[config.mk]
export PLATFORM = sky130hd
export DESIGN_NAME = nmr_bstrm_seq_ctrl
export DESIGN_NICKNAME = d
export VERILOG_FILES = /design/src/rtl/nmr_bstrm_pkg.sv /design/src/rtl/nmr_bstrm_seq_decode.sv /design/src/rtl/nmr_bstrm_seq_ctrl.sv
export SDC_FILE = /design/constraint.sdc
export NUM_CORES = 1
export LEC_CHECK = 0
export ABC_CLOCK_PERIOD_IN_PS = 3000
export BUFFER_PORTS_ARGS = -buffer_cell sky130_fd_sc_hd__clkbuf_2
export CAP_MARGIN = 10
export CORE_MARGIN = 1.5
export CORE_UTILIZATION = 35
export CTS_CLUSTER_SIZE = 8
export DETAILED_ROUTE_END_ITERATION = 8
export PLACE_DENSITY = 0.59
export SYNTH_ARGS = -nofsm -noshare
export SYNTH_HDL_FRONTEND = slang
export SYNTH_SLANG_ARGS = --single-unit
export TNS_END_PERCENT = 5
[constraint.sdc]
create_clock -name CLK -period 3 [get_ports CLK]
set_clock_uncertainty 0.15 [all_clocks]
set_input_delay 0.45 -clock CLK [delete_from_list [all_inputs] [get_ports CLK]]
set_output_delay 0.45 -clock CLK [all_outputs]
set_load 0.05 [all_outputs]
[src/rtl/nmr_bstrm_pkg.sv]
// Shared types for the NMR bitstream sequencer: opcodes, command field offsets, FSM states.
// Hardware looping is enabled by defining NMR_BSTRM_SEQ_LOOP_EN.
package nmr_bstrm_pkg;

  typedef enum logic [2:0] {
    OP_PULSE      = 3'd0,
    OP_LOOP_BEGIN = 3'd1,
    OP_LOOP_END   = 3'd2,
    OP_HALT       = 3'd3
  } op_e;

  // Field offsets above the payload, i.e. relative to bit DATA_WIDTH.
  localparam int MUX_OFS = 0;
  localparam int MUX_W   = 4;
  localparam int POL_OFS = 4;
  localparam int OP_OFS  = 5;
  localparam int OP_W    = 3;

  typedef enum logic [3:0] {
    S_IDLE    = 4'd0,
    S_FETCH   = 4'd1,
    S_WAIT    = 4'd2,
    S_DECODE  = 4'd3,
    S_ISSUE   = 4'd4,
    S_ARMED   = 4'd5,
    S_RUN     = 4'd6,
    S_RELEASE = 4'd7,
    S_FINISH  = 4'd8
  } state_e;

endpackage

[src/rtl/nmr_bstrm_seq_decode.sv]
// Combinational split of a program command word into its fields plus an opcode legality flag.
// Independent of NMR_BSTRM_SEQ_LOOP_EN; loop opcodes are always legal here.
module nmr_bstrm_seq_decode
  import nmr_bstrm_pkg::*;
#(
  parameter int DATA_WIDTH = 32,
  parameter int CMD_WIDTH  = DATA_WIDTH + 8
) (
  input  logic [CMD_WIDTH-1:0]  i_cmd,
  output logic [DATA_WIDTH-1:0] o_payload,
  output logic [MUX_W-1:0]      o_mux_sel,
  output logic                  o_pol,
  output logic [OP_W-1:0]       o_opcode,
  output logic                  o_illegal
);

  assign o_payload = i_cmd[DATA_WIDTH-1:0];
  assign o_mux_sel = i_cmd[DATA_WIDTH+MUX_OFS +: MUX_W];
  assign o_pol     = i_cmd[DATA_WIDTH+POL_OFS];
  assign o_opcode  = i_cmd[DATA_WIDTH+OP_OFS +: OP_W];
  assign o_illegal = (o_opcode > OP_HALT);

endmodule

[src/rtl/nmr_bstrm_seq_ctrl.sv]
// Program-RAM sequencer driving one bitstream datapath through START/DPATH_RDY/DONE, one pulse at a time.
// Define NMR_BSTRM_SEQ_LOOP_EN for single-level hardware looping (LOOP_BEGIN/LOOP_END).
module nmr_bstrm_seq_ctrl
  import nmr_bstrm_pkg::*;
#(
  parameter int DATA_WIDTH = 32,
  parameter int ADDR_WIDTH = 10,
  parameter int CMD_WIDTH  = DATA_WIDTH + 8
) (
  input  logic                  CLK,
  input  logic                  RST,
  input  logic                  SEQ_START,
  input  logic [ADDR_WIDTH-1:0] START_ADDR,
  output logic                  SEQ_BUSY,
  output logic                  SEQ_DONE,
  output logic                  SEQ_ERR,
  output logic [ADDR_WIDTH-1:0] ram_addr,
  output logic                  ram_rden,
  input  logic [CMD_WIDTH-1:0]  ram_rdata,
  output logic                  BS_START,
  input  logic                  BS_DPATH_RDY,
  input  logic                  BS_DONE,
  output logic [DATA_WIDTH-1:0] BS_DATA,
  output logic                  BS_PLS_POL,
  output logic [3:0]            BS_MUX_SEL,
  output logic [3:0]            o_dbg_state
);

  localparam logic [ADDR_WIDTH-1:0] ONE_A = {{(ADDR_WIDTH-1){1'b0}}, 1'b1};
  localparam logic [DATA_WIDTH-1:0] ONE_D = {{(DATA_WIDTH-1){1'b0}}, 1'b1};

  state_e                  r_state, w_next;
  logic [ADDR_WIDTH-1:0]   r_pc;
  logic [CMD_WIDTH-1:0]    r_cmd;
  logic [DATA_WIDTH-1:0]   r_data;
  logic                    r_pol;
  logic [3:0]              r_mux;
  logic                    r_err;

  logic [DATA_WIDTH-1:0]   w_payload;
  logic [3:0]              w_mux;
  logic                    w_pol;
  logic [2:0]              w_opcode;
  logic                    w_illegal;
  logic                    w_nest_err;
  logic                    w_stop;
  logic                    w_issue;
  logic [ADDR_WIDTH-1:0]   w_pc_inc;
  logic [ADDR_WIDTH-1:0]   w_pc_next;

  nmr_bstrm_seq_decode #(
    .DATA_WIDTH (DATA_WIDTH),
    .CMD_WIDTH  (CMD_WIDTH)
  ) u_decode (
    .i_cmd      (r_cmd),
    .o_payload  (w_payload),
    .o_mux_sel  (w_mux),
    .o_pol      (w_pol),
    .o_opcode   (w_opcode),
    .o_illegal  (w_illegal)
  );

  // pc wraps naturally at 2^ADDR_WIDTH.
  assign w_pc_inc = r_pc + ONE_A;
  assign w_stop   = w_illegal || w_nest_err || (w_opcode == OP_HALT);
  assign w_issue  = (w_opcode == OP_PULSE) && (w_payload != '0);

`ifdef NMR_BSTRM_SEQ_LOOP_EN
  logic                  r_loop_active;
  logic [ADDR_WIDTH-1:0] r_loop_addr;
  logic [DATA_WIDTH-1:0] r_loop_cnt;
  logic                  w_loop_back;

  assign w_nest_err  = (w_opcode == OP_LOOP_BEGIN) && r_loop_active;
  // Count is always >= 1 while active, so "decrement is nonzero" means "count != 1".
  assign w_loop_back = (w_opcode == OP_LOOP_END) && r_loop_active && (r_loop_cnt != ONE_D);
  assign w_pc_next   = w_loop_back ? r_loop_addr : w_pc_inc;

  always_ff @(posedge CLK or posedge RST) begin
    if (RST) begin
      r_loop_active <= 1'b0;
      r_loop_addr   <= '0;
      r_loop_cnt    <= '0;
    end else if (r_state == S_IDLE && SEQ_START) begin
      r_loop_active <= 1'b0;
    end else if (r_state == S_DECODE) begin
      if (w_opcode == OP_LOOP_BEGIN && !r_loop_active) begin
        r_loop_active <= 1'b1;
        r_loop_addr   <= w_pc_inc;
        r_loop_cnt    <= (w_payload == '0) ? ONE_D : w_payload;
      end else if (w_opcode == OP_LOOP_END && r_loop_active) begin
        r_loop_cnt <= r_loop_cnt - ONE_D;
        if (r_loop_cnt == ONE_D) r_loop_active <= 1'b0;
      end
    end
  end
`else
  assign w_nest_err = 1'b0;
  assign w_pc_next  = w_pc_inc;
`endif

  always_ff @(posedge CLK or posedge RST) begin
    if (RST) r_state <= S_IDLE;
    else     r_state <= w_next;
  end

  // Handshake: START rises after DPATH_RDY, stays up until DONE has been seen low then high,
  // and the next command is only fetched once DPATH_RDY returns with START low.
  always_comb begin
    w_next = r_state;
    case (r_state)
      S_IDLE:    if (SEQ_START) w_next = S_FETCH;
      S_FETCH:   w_next = S_WAIT;
      S_WAIT:    w_next = S_DECODE;
      S_DECODE: begin
        if (w_stop)       w_next = S_FINISH;
        else if (w_issue) w_next = S_ISSUE;
        else              w_next = S_FETCH;
      end
      S_ISSUE:   if (BS_DPATH_RDY) w_next = S_ARMED;
      S_ARMED:   if (!BS_DONE)     w_next = S_RUN;
      S_RUN:     if (BS_DONE)      w_next = S_RELEASE;
      S_RELEASE: if (BS_DPATH_RDY) w_next = S_FETCH;
      S_FINISH:  w_next = S_IDLE;
      default:   w_next = S_IDLE;
    endcase
  end

  always_ff @(posedge CLK or posedge RST) begin
    if (RST) begin
      r_pc   <= '0;
      r_cmd  <= '0;
      r_data <= '0;
      r_pol  <= 1'b0;
      r_mux  <= '0;
      r_err  <= 1'b0;
    end else begin
      case (r_state)
        S_IDLE: begin
          if (SEQ_START) begin
            r_pc  <= START_ADDR;
            r_err <= 1'b0;
          end
        end
        S_WAIT: r_cmd <= ram_rdata;
        S_DECODE: begin
          if (w_illegal || w_nest_err) begin
            r_err <= 1'b1;
          end else if (w_issue) begin
            r_data <= w_payload;
            r_pol  <= w_pol;
            r_mux  <= w_mux;
          end else if (!w_stop) begin
            r_pc <= w_pc_next;
          end
        end
        S_RELEASE: if (BS_DPATH_RDY) r_pc <= w_pc_inc;
        default: ;
      endcase
    end
  end

  assign SEQ_BUSY    = (r_state != S_IDLE) && (r_state != S_FINISH);
  assign SEQ_DONE    = (r_state == S_FINISH);
  assign SEQ_ERR     = r_err;
  assign ram_addr    = r_pc;
  assign ram_rden    = (r_state == S_FETCH);
  assign BS_START    = (r_state == S_ARMED) || (r_state == S_RUN);
  assign BS_DATA     = r_data;
  assign BS_PLS_POL  = r_pol;
  assign BS_MUX_SEL  = r_mux;
  assign o_dbg_state = r_state;

endmodule

==> results.txt, run 1 <==
----------------------------------------------------
[Route]
  First-pass DRT Iterations ... 4
  Initial DRC Count ... 118
  Per-cell via count in the routed design ... 5.11
  Routed wire length ... 8610 um
  Number of DRC violations after detailed routing ... 0
  Vias ... 2825
  Wire per inst ... 15.6 um
  Post-route ant nets ... 0

[Logic synthesis]
  Register bit total from synthesis ... 92
  Post-synth top flop ... sky130_fd_sc_hd__dfrtp_1
  Synth unique cells ... 42
  Count of synthesis-stage warnings from yosys ... 0
  Sequential share of the synthesized area ... 0.583
  Netlist Area Pre-Place ... 3950 um^2
  Post-synth EDFFs ... 0
  Post-Syn Area per Cell ... 13.4 um^2
  Post-Synthesis Net Count ... 351
  Fraction of registers with async set/reset ... 1.00
  Synthesized netlist cell count ... 295

[Finish]
  Final instance area ... 4930 um^2
  Number of fillers in the final layout ... 1043
  Layout-stage area growth over the synthesis result ... 24.9%
  Number of antenna repair diodes ... 0
  Share of final-layout standard cells stronger than drive strength 1 ... 0.535
  # nets final ... 464

[STA]
  Total of endpoints with negative setup slack in the final report ... 0
  Setup Total Neg Slack ... 0 ps
  Period utilization ... 0.810
  Remaining max-slew budget at the tightest pin ... 0.433
  Count of endpoints failing hold in the final timing report ... 0
  Min Tclk post-route ... 2430 ps
  Count of pins over their slew limit ... 0
  Slew @ Worst Pin ... 850 ps
  Achievable frequency ... 411 MHz
  RSZ-0062 raised after global routing ... false

[Status]
  Run status ... finished, final reports clean

[Critical path]
  Worst reg2reg startpoint ... r_cmd[15]
  Worst path required time ... 3120 ps
  Kind of start point of the critical path ... flop
  Endpoint arrival time on the critical path ... 2550 ps
  Worst reg-to-reg path cell count ... 6
  Reg-to-Reg End ... ram_addr[0]
  Endpoint class of the critical path ... flop
  Maximum fanout encountered on the critical timing path ... 18
  R2R setup slack ... 570 ps
  Worst Setup Path Type ... reg2reg

[Die]
  IO Pins ... 111
  Chip width ... 109 um
  Core area ... 10900 um^2
  Die outline area ... 11900 um^2
  Initial core utilization ... 0.361
  Number of cell rows ... 38
  Die outline height ... 109 um

[Clock tree]
  TritonCTS clock tree ... built
  Number of gates given a new drive strength after cts ... 0
  Buffer depth of the longest clock path ... 2
  Hold-fix buffer count after cts ... 0
  Number of clock sinks ... 92
  Setup fix buffers added after clock tree synthesis ... 0
  Clock-pin slew on the worst setup and hold paths ... 60 ps
  CTS buffer count ... 9
  Depth of the CTS H-tree ... 3
  CTS Root Buffer Type ... sky130_fd_sc_hd__clkbuf_16
  Worst-skew pair later-pin latency ... 330 ps

[Placed design]
  Input/output buffers ... 110
  Cell area after placement ... 4650 um^2
  Placed wire-length estimate ... 6050 um
  Final weighted congestion in routability-driven placement ... 0.748

[Power]
  Switching Power ... 2.94 mW
  Cell Pwr Density ... 1300 nW/um^2
  Total Power Consumption ... 6.42 mW
  Gate power share ... 0.472
  Maximum ir drop on the vdd rail ... 0.000697 V
  Switching Fraction ... 0.458
  Pleak ... 2.32 nW
  Reg power frac ... 0.361
  Int Pwr ... 3.48 mW
  Clock network power share ... 0.167

[Global route]
  Wire length of the first global-routing pass ... 13800 um
  Maximum number of pins on one net before global-route repair ... 71
  Vias in the first global route ... 2806
  Initial antenna violation count ... 0
  Global router's overall resource usage ... 0.149
  Remaining Overflow, GRT ... 0

[Flow run]
  Max-cap check violation count ... 0

[Worst hold path]
  Class of the tightest hold or removal check ... in2async

----------------------------------------------------
## critical path, stage by stage (launching register included)
cell and delay [ps]:
sky130_fd_sc_hd__dfrtp_1 390, sky130_fd_sc_hd__nor4_1 420, sky130_fd_sc_hd__nand4_1 260, sky130_fd_sc_hd__o211ai_4 240
sky130_fd_sc_hd__buf_4 280, sky130_fd_sc_hd__and2_1 420, sky130_fd_sc_hd__a22o_1 220
## metrics by stage
step | std cells | util | setup WS (ps) | hold WS (ps)
final | 553 | 0.451 | 569 | 146
after global routing | 553 | 0.451 | 351 | 185
after CTS | 553 | 0.451 | 521 | 174
after detailed placement | 537 | 0.425 | 540 | 340
after global placement | 537 | 0.425 | 595 | 335
after floorplan | 295 | - | 8.04 | 327
## power by group through the flow
stage / sequential (mW) / clock [mW] / combinational, mW
2_1_floorplan: 3.27 / 0 / 1.44
3_3_place_gp: 2.32 / 0 / 3.02
3_5_place_dp: 2.34 / 0 / 3.07
4_1_cts: 2.32 / 1.12 / 3.07
5_1_grt: 2.41 / 1.16 / 3.25
6_report: 2.32 / 1.07 / 3.03
## worst max-delay path by stage
stage	startpoint	end	cells past startpoint
3_5_place_dp	r_cmd[15]	ram_addr[6]	6
4_1_cts	r_cmd[15]	ram_addr[0]	6
3_3_place_gp	r_cmd[15]	ram_addr[0]	6
6_report	r_cmd[15]	ram_addr[0]	6
5_1_grt	r_cmd[15]	ram_addr[0]	6
2_1_floorplan	RST	BS_DATA[0]	1
## synth_stat cells (all sizes together), types with 2 or more instances
master / instances / area [um^2]
dfrtp: 92 / 2300
mux2: 77 / 867
a21oi: 14 / 73.8
buf: 14 / 103
a31oi: 10 / 62.6
nor2: 10 / 45.0
nand3: 9 / 50.1
nor4: 9 / 56.3
o21ai: 8 / 40.0
nand2: 7 / 33.8
inv: 6 / 22.5
o22ai: 5 / 31.3
nand4: 4 / 25.0
nor3: 4 / 25.0
a21boi: 3 / 22.5
clkbuf: 3 / 11.3
or3: 3 / 23.8
mux2i: 2 / 20.0
## metal layers
metal / global-route usage / part of all wire / vias up
li1: - / - / 1316
met5: 0 / 0 / -
met3: 0.0478 / 0.084 / 10
met2: 0.241 / 0.48 / 97
met4: 0.0473 / 0.0098 / 0
met1: 0.191 / 0.43 / 1402
## area by class of cell
class | instances | area [um^2] | area share
Clock buffer | 11 | 243 | 0.0492
Tap cell | 140 | 175 | 0.0355
Multi-Input combinational cell | 180 | 1530 | 0.309
Timing Repair Buffer | 119 | 618 | 0.125
Inverter | 6 | 25.0 | 0.00507
Sequential cell | 92 | 2300 | 0.467
Clock inverter | 5 | 42.5 | 0.00863
## cell usage in the layout, fill, tap and decap left out, types with 2 or more instances in the layout
cell type and count:
sky130_fd_sc_hd__clkbuf_2 110, sky130_fd_sc_hd__dfrtp_1 92, sky130_fd_sc_hd__mux2_2 76, sky130_fd_sc_hd__a21oi_1 13, sky130_fd_sc_hd__a31oi_1 10, sky130_fd_sc_hd__nor4_1 9
sky130_fd_sc_hd__nor2_1 9, sky130_fd_sc_hd__clkbuf_16 9, sky130_fd_sc_hd__buf_4 9, sky130_fd_sc_hd__nand3_1 8, sky130_fd_sc_hd__o21ai_0 8, sky130_fd_sc_hd__nand2_1 6
sky130_fd_sc_hd__inv_1 5, sky130_fd_sc_hd__o22ai_1 5, sky130_fd_sc_hd__nand4_1 4, sky130_fd_sc_hd__nor3_1 3, sky130_fd_sc_hd__a21boi_0 3, sky130_fd_sc_hd__inv_6 3
sky130_fd_sc_hd__mux2i_1 2, sky130_fd_sc_hd__or3_1 2
## flip-flops by register name (all words and copies together) (netlist names)
register and count:
r_cmd 40, BS_DATA 32, ram_addr 10, BS_MUX_SEL 4, o_dbg_state 4, BS_PLS_POL 1
SEQ_ERR 1
## kinds of logic (layout without fill, tap and decap cells)
kind of cell	count (synthesis)	after routing	share of synthesized area
adders and majority gates	1	1	0.00317
DFF	92	92	0.583
buffers and inverters	23	141	0.0345
and+or+nand+nor	52	52	0.0760
muxes	79	79	0.225
AOI/OAI and AO/OA	48	48	0.0786
Note: power is estimated with default switching activity, not from simulation.
==> run 2: changes to the inputs <==
--- a/config.mk
+++ b/config.mk
@@ -5,14 +5,15 @@
 export SDC_FILE = /design/constraint.sdc
 export NUM_CORES = 1
 export LEC_CHECK = 0
-export ABC_CLOCK_PERIOD_IN_PS = 3000
+export ABC_AREA = 1
+export ABC_CLOCK_PERIOD_IN_PS = 2200
 export BUFFER_PORTS_ARGS = -buffer_cell sky130_fd_sc_hd__clkbuf_2
 export CAP_MARGIN = 10
 export CORE_MARGIN = 1.5
 export CORE_UTILIZATION = 35
 export CTS_CLUSTER_SIZE = 8
 export DETAILED_ROUTE_END_ITERATION = 8
-export PLACE_DENSITY = 0.59
+export PLACE_DENSITY = 0.58
 export SYNTH_ARGS = -nofsm -noshare
 export SYNTH_HDL_FRONTEND = slang
 export SYNTH_SLANG_ARGS = --single-unit
==> constraint.sdc (replaced) <==
create_clock -name CLK -period 2.2 [get_ports CLK]
set_clock_uncertainty 0.15 [all_clocks]
set_input_delay 0.33 -clock CLK [delete_from_list [all_inputs] [get_ports CLK]]
set_output_delay 0.33 -clock CLK [all_outputs]
set_load 0.05 [all_outputs]
==> results.txt, run 2 <==
----------------------------------------------------
[Critical path]
  Critical path startpoint ... o_dbg_state[0]
  Worst path required time ... 1720 ps (-1400 ps)
  Cell repeated most along the worst path ... sky130_fd_sc_hd__inv_1
  Worst reg2reg startpoint ... r_cmd[25]
  Standard cell with the maximum stage delay on the critical path ... sky130_fd_sc_hd__dfrtp_1
  Timing endpoint of the critical path ... ram_rden
  Kind of start point of the critical path ... flop
  Worst Setup Path Type ... reg2out
  Endpoint arrival time on the critical path ... 1550 ps (-1000 ps)
  CP cell instances ... inv_1 -> nor2_1 -> inv_1 -> nor3_1 -> clkbuf_2
  Worst reg-to-reg path cell count ... 7 (+1)
  Worst path max stage delay ... 450 ps (+30 ps)
  Endpoint class of the critical path ... primary output
  Maximum fanout encountered on the critical timing path ... 6 (-12)
  Reg-to-Reg End ... BS_DATA[3]
  R2R setup slack ... 400 ps (-170 ps)

[Route]
  Number of DRC violations after detailed routing ... 0 (unchanged)
  Vias ... 3464 (+23%)
  Routed wire length ... 9470 um (+10%)
  Post-route ant nets ... 0 (unchanged)
  Per-cell via count in the routed design ... 4.64 (-9.2%)
  Wire per inst ... 12.7 um (-19%)
  First-pass DRT Iterations ... 4 (unchanged)
  Initial DRC Count ... 199 (+69%)

[Logic synthesis]
  Post-Syn Area per Cell ... 8.36 um^2 (-38%)
  Post-synth EDFFs ... 0 (unchanged)
  Post-Synthesis Net Count ... 544 (+55%)
  Synth unique cells ... 26 (-38%)
  Fraction of registers with async set/reset ... 1.00 (unchanged)
  Count of synthesis-stage warnings from yosys ... 0 (unchanged)
  Library cell with the highest instance count after synthesis ... sky130_fd_sc_hd__nand2_1
  Synth area leader ... sky130_fd_sc_hd__dfrtp_1
  Top cells by area, synth ... sky130_fd_sc_hd__dfrtp_1, sky130_fd_sc_hd__nand2_1, sky130_fd_sc_hd__nor2_1
  Netlist Area Pre-Place ... 4080 um^2 (+3.3%)
  Most numerous cell types in the synthesized netlist ... sky130_fd_sc_hd__nand2_1, sky130_fd_sc_hd__dfrtp_1, sky130_fd_sc_hd__nor2_1, sky130_fd_sc_hd__inv_1, sky130_fd_sc_hd__a21oi_1
  Post-synth top flop ... sky130_fd_sc_hd__dfrtp_1
  Synthesized netlist cell count ... 488 (+65%)
  Top cell type's share of synthesized area ... 0.564 (-0.0186)
  Register bit total from synthesis ... 92 (unchanged)
  Sequential share of the synthesized area ... 0.564 (-0.0186)

[Finish]
  Number of antenna repair diodes ... 0 (unchanged)
  Multi-input combinational cell area ... 1430 um^2 (-6.2%)
  Most common library cell in the layout ignoring fill and taps ... sky130_fd_sc_hd__nand2_1
  Number of flip-flops under the largest register name ... 40 (unchanged)
  Combined flip-flop and latch cell area ... 2300 um^2 (unchanged)
  # nets final ... 655 (+41%)
  Final cell utilization of the core ... 0.451 (+0.000499)
  Layout-stage area growth over the synthesis result ... 25.8%
  Number of fillers in the final layout ... 1137 (+9.0%)
  Share of final-layout standard cells stronger than drive strength 1 ... 0.243 (-0.292)
  Top library cells by usage in the layout, fill and taps aside ... sky130_fd_sc_hd__nand2_1, sky130_fd_sc_hd__clkbuf_2, sky130_fd_sc_hd__dfrtp_1, sky130_fd_sc_hd__nor2_1, sky130_fd_sc_hd__inv_1
  Top reg by flops ... r_cmd

[STA]
  RSZ-0062 raised after global routing ... false
  Smallest setup slack after layout ... 173 ps (-396 ps)
  Total of endpoints with negative setup slack in the final report ... 0 (unchanged)
  Remaining max-slew budget at the tightest pin ... 0.564 (+0.131)
  Min Tclk post-route ... 2030 ps
  Slew @ Worst Pin ... 653 ps (-198 ps)
  Worst hold slack ... 61.9 ps (-83.8 ps)
  Period utilization ... 0.922
  Count of endpoints failing hold in the final timing report ... 0 (unchanged)
  Count of pins over their slew limit ... 0 (unchanged)
  Achievable frequency ... 493 MHz

[Power]
  Maximum ir drop on the vdd rail ... 0.000896 V (+28%)
  Cell Pwr Density ... 1720 nW/um^2 (+32%)
  Pleak ... 2.79 nW (+20%)
  Total Power Consumption ... 8.81 mW (+37%)

[Clock tree]
  TritonCTS clock tree ... built
  Depth of the CTS H-tree ... 3 (unchanged)
  Number of gates given a new drive strength after cts ... 0 (unchanged)
  CTS buffer count ... 9 (unchanged)
  CTS Root Buffer Type ... sky130_fd_sc_hd__clkbuf_16
  Worst-skew pair later-pin latency ... 330 ps (about the same)
  Clock-pin slew on the worst setup and hold paths ... 60 ps (about the same)
  Number of clock sinks ... 92 (unchanged)
  Buffer depth of the longest clock path ... 2 (unchanged)
  Setup fix buffers added after clock tree synthesis ... 0 (unchanged)

[Die]
  Chip width ... 111 um (+1.6%)
  Initial core utilization ... 0.359 (-0.00234)
  Core area ... 11400 um^2 (+4.0%)
  Number of cell rows ... 39 (+2.6%)
  Die outline area ... 12300 um^2 (+3.2%)
  Die outline height ... 111 um (+1.6%)
  IO Pins ... 111 (unchanged)

[Global route]
  Global router's overall resource usage ... 0.162 (+0.0126)
  Maximum number of pins on one net before global-route repair ... 39 (-45%)
  Met3 track utilization from global routing ... 0.0508 (+0.00303)
  Met1 layer usage reported by global route ... 0.219 (+0.0283)
  Initial antenna violation count ... 0 (unchanged)
  Most Crowded Layer GR ... met2
  Remaining Overflow, GRT ... 0 (unchanged)
  Met2 routing resource usage after global routing ... 0.250 (+0.00872)
  Vias in the first global route ... 3377 (+20%)
  Wire length of the first global-routing pass ... 16100 um (+17%)

[Placed design]
  Final weighted congestion in routability-driven placement ... 0.830 (+11%)
  Placed wire-length estimate ... 6990 um (+16%)
  Input/output buffers ... 110 (unchanged)
  Post-place setup slack ... 352 ps (-188 ps)

[Status]
  Run status ... finished, final reports clean

[Worst hold path]
  Class of the tightest hold or removal check ... in2reg

[Flow run]
  Max-cap check violation count ... 0 (unchanged)

----------------------------------------------------
[run 2: timing repair]
action / 4_1_cts / 5_1_grt
hold buffers: 1 / 0
setup endpoints to repair: 0 / 0
endpoints found under the hold margin: 24 / 0
[run 2: cell type report]
type                    count  share of cell area
multi-input cells         319               0.279
flip-flops and latches     92               0.449
clock buffers              11              0.0473
clock inverters             5              0.0166
well taps                 143              0.0349
inverters                  58              0.0434
repair buffers            119               0.131
[run 2: per-stage QoR]
step	instance area, um^2	instances	TNS, ps
2_1_floorplan	4080	488	-581
3_3_place_gp	4790	730	0
3_5_place_dp	4790	730	0
4_1_cts	5130	747	0
5_1_grt	5130	747	0
6_report	5130	747	0
[run 2: critical path, delay by kind of cell (launching register included)]
| kind | cells | cell delay (ps) |
|---|---|---|
| buf+inv | 3 | 460 |
| flops | 1 | 450 |
| simple gates | 2 | 300 |
[run 2: kinds of logic (layout without fill, tap and decap cells)]
family	Yosys count	after routing	share of synthesized area
and+or+nand+nor	228	228	0.227
DFF	92	92	0.564
AOI/OAI and AO/OA	86	86	0.110
buffers and inverters	77	193	0.0856
muxes	3	3	0.00828
adders and majority gates	1	1	0.00307
xor gates and xnor gates	1	1	0.00215
[run 2: worst min path at each step]
stage                     cells after the start          end           from
final                                         2    r_cmd[38]  ram_rdata[38]
after global routing                          2    r_cmd[38]  ram_rdata[38]
after CTS                                     2    r_cmd[38]  ram_rdata[38]
after detailed placement                      2  ram_addr[3]            RST
after global placement                        2  ram_addr[3]            RST
after floorplan                               1    r_cmd[37]  ram_rdata[37]
[run 2: metal layers]
| layer | up-vias | routed length (um) | share of wire |
|---|---|---|---|
| met3 | 10 | 646 | 0.068 |
| met1 | 1592 | 4500 | 0.48 |
| li1 | 1760 | - | - |
| met4 | 0 | 112 | 0.012 |
| met2 | 102 | 4210 | 0.44 |
| met5 | - | 0 | 0 |
[run 2: power by group]
group | internal [mW] | switching (mW) | total, mW | leakage [nW]
clock | 1.03 | 0.628 | 1.66 | 0.156
sequential | 2.47 | 0.550 | 3.02 | 1.10
combinational | 1.09 | 3.04 | 4.13 | 1.53
